--- src/rtl/thermometer_decoder.sv ---
// Two-stage signed-binary to thermometer decoder with valid/ready backpressure and flush.
// Optional one-hot output (bit |v|-1) is enabled by defining THERMO_DEC_ONEHOT_EN.
module thermometer_decoder #(
   parameter int WIDTH     = 64,
   parameter int LOG_WIDTH = $clog2(WIDTH)
) (
   input  logic                 clk,
   input  logic                 rst,
   input  logic                 clear,
   input  logic                 in_valid,
   output logic                 in_ready,
   input  logic [LOG_WIDTH:0]   in_value,
   output logic                 out_valid,
   input  logic                 out_ready,
   output logic [WIDTH-1:0]     out_thermo,
   output logic                 out_sign,
   output logic                 out_zero
`ifdef THERMO_DEC_ONEHOT_EN
   ,
   output logic [WIDTH-1:0]     out_onehot
`endif
);

   logic                 s2_load;
   logic                 s1_load;

   logic                 s1_valid_q, s1_valid_d;
   logic                 s1_sign_q,  s1_sign_d;
   logic [LOG_WIDTH:0]   s1_mag_q,   s1_mag_d;

   logic                 out_valid_q,  out_valid_d;
   logic [WIDTH-1:0]     out_thermo_q, out_thermo_d;
   logic                 out_sign_q,   out_sign_d;
   logic                 out_zero_q,   out_zero_d;
`ifdef THERMO_DEC_ONEHOT_EN
   logic [WIDTH-1:0]     out_onehot_q, out_onehot_d;
`endif

   always_comb begin
      s2_load  = !out_valid_q || out_ready;
      s1_load  = !s1_valid_q || s2_load;
      in_ready = s1_load && !clear;

      s1_valid_d   = s1_valid_q;
      s1_sign_d    = s1_sign_q;
      s1_mag_d     = s1_mag_q;
      out_valid_d  = out_valid_q;
      out_thermo_d = out_thermo_q;
      out_sign_d   = out_sign_q;
      out_zero_d   = out_zero_q;
`ifdef THERMO_DEC_ONEHOT_EN
      out_onehot_d = out_onehot_q;
`endif

      if (clear) begin
         s1_valid_d  = 1'b0;
         out_valid_d = 1'b0;
      end else begin
         if (s2_load) begin
            out_valid_d = s1_valid_q;
            if (s1_valid_q) begin
               // Magnitude range is 0..WIDTH, so WIDTH itself naturally yields all ones.
               for (int i = 0; i < WIDTH; i++) begin
                  out_thermo_d[i] = (int'(s1_mag_q) > i);
`ifdef THERMO_DEC_ONEHOT_EN
                  out_onehot_d[i] = (int'(s1_mag_q) == i + 1);
`endif
               end
               out_sign_d = s1_sign_q;
               out_zero_d = (s1_mag_q == '0);
            end
         end
         if (s1_load) begin
            s1_valid_d = in_valid;
            if (in_valid) begin
               s1_sign_d = in_value[LOG_WIDTH];
               s1_mag_d  = in_value[LOG_WIDTH] ? (~in_value + {{LOG_WIDTH{1'b0}}, 1'b1})
                                               : in_value;
            end
         end
      end
   end

   always_ff @(posedge clk) begin
      if (rst) begin
         s1_valid_q   <= 1'b0;
         s1_sign_q    <= 1'b0;
         s1_mag_q     <= '0;
         out_valid_q  <= 1'b0;
         out_thermo_q <= '0;
         out_sign_q   <= 1'b0;
         out_zero_q   <= 1'b0;
`ifdef THERMO_DEC_ONEHOT_EN
         out_onehot_q <= '0;
`endif
      end else begin
         s1_valid_q   <= s1_valid_d;
         s1_sign_q    <= s1_sign_d;
         s1_mag_q     <= s1_mag_d;
         out_valid_q  <= out_valid_d;
         out_thermo_q <= out_thermo_d;
         out_sign_q   <= out_sign_d;
         out_zero_q   <= out_zero_d;
`ifdef THERMO_DEC_ONEHOT_EN
         out_onehot_q <= out_onehot_d;
`endif
      end
   end

   assign out_valid  = out_valid_q;
   assign out_thermo = out_thermo_q;
   assign out_sign   = out_sign_q;
   assign out_zero   = out_zero_q;
`ifdef THERMO_DEC_ONEHOT_EN
   assign out_onehot = out_onehot_q;
`endif

endmodule
--- config.mk ---
export PLATFORM = sky130hd
export DESIGN_NAME = thermometer_decoder
export DESIGN_NICKNAME = d
export VERILOG_FILES = /design/src/rtl/thermometer_decoder.sv
export SDC_FILE = /design/constraint.sdc
export NUM_CORES = 1
export LEC_CHECK = 0
export ABC_AREA = 1
export BUFFER_PORTS_ARGS = -buffer_cell sky130_fd_sc_hd__buf_2
export CORE_MARGIN = 3
export CORE_UTILIZATION = 48
export CTS_BUF_LIST = sky130_fd_sc_hd__clkbuf_8 sky130_fd_sc_hd__clkbuf_16
export DETAILED_ROUTE_END_ITERATION = 10
export PLACE_DENSITY = 0.85
export SYNTH_ARGS = -nofsm -noshare
export SYNTH_HDL_FRONTEND = slang
export SYNTH_SLANG_ARGS = --single-unit
--- constraint.sdc ---
create_clock -name clk -period 1.1 [get_ports clk]
set_input_delay 0.055 -clock clk [delete_from_list [all_inputs] [get_ports clk]]
set_output_delay 0.055 -clock clk [all_outputs]
set_load 0.01 [all_outputs]
== After elaboration in Yosys (flattened, before gate mapping) ==
Index checks and enable logic that the tools add are counted.
Storage, ports and cells
  register bits after elaboration: 76
  input port bits: 12
  output and inout bits: 68
Operators by class
  add/sub/neg operators: 1
  magnitude comparators: 64
  multiplexer cells: 1
  bitwise logic cells: 2
  reductions and logical operators: 10
Operators by type and width (number)
  $gt 7x6->1 const B: 32
  $gt 7x5->1 const B: 16
  $gt 7x4->1 const B: 8
  $gt 7x3->1 const B: 4
  $gt 7x1->1 const B: 2
  $gt 7x2->1 const B: 2
  $add 7x1->7 const B: 1
  $logic_not 7->1: 1
  $mux 7: 1
  $not 7->7: 1
  $reduce_and 3->1: 2
  $logic_not 1->1: 3
  $logic_or 1x1->1: 2
  $reduce_or 2->1: 1
  $logic_and 1x1->1: 1
  $not 1->1: 1

== Logic depth before layout (Yosys ltp) ==
  depth after elaboration: 4
  mapped depth: 10
  depth with buffers taken out: 8

== Worst setup path before layout ==
Ideal clock, no wire load.
  kind: register -> register
  start: reg out_valid_q, in the netlist out_valid
  end: reg out_thermo_q[4], in the netlist out_thermo[4]
  library setup time: 131 ps
  arrival: 1117 ps
  data required time: 969 ps
  setup slack: -147 ps
  stages on the path, launching flop included: 8
  buffers on the path: 2
  cells stage by stage: dfxtp_1 -> nand2_1 -> nand2_2 -> inv_2 -> buf_6 -> buf_4 -> o21ai_0 -> a21oi_1
Between the ends
  longest elaborated chain between the ends: 3
RTL lines
  from (decl): RTL line 31  | logic out_valid_q, out_valid_d;
  from (signal assigned): RTL line 100  | out_valid_q <= out_valid_d;
  $logic_not 1->1: RTL line 40  | s2_load = !out_valid_q || out_ready;
  $logic_or 1x1->1: RTL line 40
  $reduce_and 3->1 (no line)
  to (signal assigned): RTL line 101  | out_thermo_q <= out_thermo_d;
  to (decl): RTL line 32  | logic [WIDTH-1:0] out_thermo_q, out_thermo_d;
Every way passes these cells.
A chain may end at the register's enable or synchronous reset.

== Final worst setup path ==
  start: reg s1_mag_q[4]
  end: reg out_thermo_q[60], in the netlist out_thermo[60]
Between the ends
  longest elaborated chain between the ends: 1
RTL lines
  from (decl): RTL line 29  | logic [LOG_WIDTH:0] s1_mag_q, s1_mag_d;
  from (signal assigned): RTL line 99  | s1_mag_q <= s1_mag_d;
  $gt 7x6->1: RTL line 64  | out_thermo_d[i] = (int'(s1_mag_q) > i);
Every way passes these cells.

==> impl_results.md <==
- Status: finished with violations
- Failing checks: setup timing
- Die area: 8170 sq um
- Unrepaired setup endpoints after global routing: true
- Post-Synthesis Cells: 500
- Most common cell after layout, fill and taps aside: nand2_1
- WP data arrival: 1720 ps
- Ant. Diodes: 0
- Worst setup path startpoint: s1_mag_q[4]
- Share of the synthesized area in the top cell type: 44.5%
- GRT Total Usage: 34.0%
- VDD IR max: 0.939 mV
- Setup ws final: -362 ps
- Pleak: 2.62 nW
- Combinational share of power: 18.5%
- CTS sink count: 76
- Vias: 4,659
- Row Count: 30
- Final setup fails: 75
- Register share of total power: 45.3%
- Total design power: 6.40 mW
- Final Util: 81.6%
- Pins over their slew limit: 0
- Clock Latency Late Sink: 370 ps
- Skew final: 8.60 ps
- Detailed Route WL: 16,200 um
- Die height: 90.4 um
- Routed wire length per instance: 21.5 um
- Commonest cells after routing, fill and taps aside: nand2_1, buf_2, dfxtp_1
- RR Startpoint: s1_mag_q[4]
- Cells on worst reg2reg path: 6
- Area leader, netlist: dfxtp_1
- Asr flop ratio synth: 0%
- H-tree depth: 3
- Root buf cell: clkbuf_8
- Top cells by area, synth: dfxtp_1, nand2_1, a21oi_1
- Sequential area share after synthesis: 44.5%
- Initial Util: 50.0%
- Placed cells: 708
- Fillcell total: 405
- Pre-CTS setup slack: -292 ps
- Syn_nets: 513
- Unique masters post-synth: 25
- Max cap viols: 0
- DRC: 0
- Clk pwr share: 36.2%
- Peak Freq: 684 MHz
- Main flop type after synthesis: dfxtp_1
- Max Root-Sink Buffers: 2
- Gp weighted congestion: 0.981
- Syn Std Cell Area: 3420 sq um
- Largest net degree at the start of global routing: 44
- Number of global-route vias before repair: 4,372
- Post-detail-place hpwl: 7370 um
- Post-layout min period: 1460 ps
- DR vias/cell: 6.19
- CP cell instances: buf_4, nand2_1, nor2_1, nand3_1, nand3_2, a21oi_1
- First-pass GRT wire length: 22,000 um
- IO Count: 80
- IO buf count: 79
- Switching share of power: 30.4%
- Critical Path Start Type: register
- Final Cycle Share: 133%
- Cell Count, Final, Fillers Out: 753
- CP required: 1350 ps
- Total Nets Final: 665
- Num CTS Buffers: 9
- Initial antenna violation count: 0
- Worst-path clk slew: 80 ps
- GR Overflow Total: 0
- Hold Startpoint: in_value[0]
- Final Cell Area: 5580 sq um
- Cell Pwr Density: 1150 nW/um^2
- Reg area: 1550 sq um
- Syn_area_per_cell: 6.84 sq um
- Hold Vio Cnt, Final: 0
- Detail Route Antenna Nets: 0
- Initial DRT Pass Iterations: 8
- Max incr delay on CP: 410 ps
- Share of post-route cells with drive strength above 1: 48.7%
- P_int: 4.45 mW
- YS warnings: 0
- Slowest-stage cell, CP: dfxtp_4
- Area grow syn2layout: 63.2%
- Crit end category: register
- TritonCTS clock tree: yes
- Multi-input combinational cell area: 2090 sq um
- Worst Path Max Fanout: 4
- Hold Crit Depth: 3
- Seq cells post-synth: 76
- Min Hold Slack: 5.85 ps
- Hold Crit Class: input port to register
- Number of flops mapped to enable cells by yosys: 0
- Slew margin rel.: 73.7%
- Core area: 6830 sq um
- First DRT Iteration DRCs: 621
- Area after DPL: 4260 sq um
- Sum Neg Setup Slack: -14,160 ps
- Worst-margin pin slew: 394 ps
- Sw Pwr: 1.95 mW
- Setup CP Type: register to register
- Chip width: 90.4 um
-- cell families after synthesis --
logic type / after synthesis / share of synthesized area [%]
AND/OR/NAND/NOR: 248 / 30.3
AO/OA/AOI/OAI: 102 / 15.1
flip-flops: 76 / 44.5
buffers and inverters: 73 / 9.74
adder cells (fa/ha/maj): 1 / 0.366
-- power groups by stage --
stage / combinational [mW] / clock [mW] / sequential (mW)
2_1_floorplan: 0.386 / 0 / 2.94
3_3_place_gp: 0.733 / 0 / 2.93
3_5_place_dp: 0.738 / 0 / 2.93
4_1_cts: 0.987 / 2.25 / 2.87
5_1_grt: 1.24 / 2.41 / 2.90
6_report: 1.19 / 2.31 / 2.90
-- cells in the mapped netlist, drive strengths merged, types with 5 or more instances --
library cell,n
nand2,141
dfxtp,76
inv,49
clkbuf,11
a21oi,60
nand3,28
nor3,5
nor2,73
buf,13
o21ai,40
-- sequential cells by signal (all words and copies together), names as in the netlist --
signal and flops:
s1_valid_q 1, out_sign 1, out_thermo 64, s1_mag_q 7
out_zero 1, s1_sign_q 1, out_valid 1
-- worst max-delay path, delay by kind of cell (launching register included) --
family	cells	cell delay (ps)
AO/OA/AOI/OAI	1	80
buffers and inverters	1	160
flip-flops	1	410
AND/OR/NAND/NOR	4	690
-- final cells by class --
| cell class | instances | share of cell area (%) |
|---|---|---|
| clock buffer | 11 | 2.71 |
| inverter | 49 | 3.79 |
| sequential | 76 | 27.8 |
| timing repair buffer | 164 | 24.7 |
| tap | 96 | 2.15 |
| multi-input combinational | 351 | 37.5 |
| timing repair inverter | 1 | 0.292 |
| clock inverter | 5 | 1.05 |
-- metal layers --
| metal | track usage, % | routed length, um | share of wire [%] | vias to the layer above |
|---|---|---|---|---|
| li1 | - | - | - | 1897 |
| met5 | 0 | 0 | 0 | - |
| met1 | 37.0 | 5380 | 33 | 2114 |
| met2 | 57.2 | 7200 | 44 | 479 |
| met3 | 9.33 | 1970 | 12 | 169 |
| met4 | 23.7 | 1640 | 10 | 0 |
-- final timing paths --
kind	end	slack [ps]
worst max-delay path	out_thermo[60]	-360
worst max register to register	out_thermo[60]	-360
worst min-delay path	s1_mag_q[0]	6
worst min register to register	out_thermo[50]	460
-- repair_timing --
action | CTS | global route
endpoints found under the hold margin | 1 | 0
pin swaps | 36 | 26
hold buffers | 1 | 0
buffers inserted | 15 | 6
endpoints found under the setup margin | 71 | 75
gates resized for setup | 162 | 77
gates cloned | 9 | 1
No activity file was read; power rests on OpenSTA's default activity.
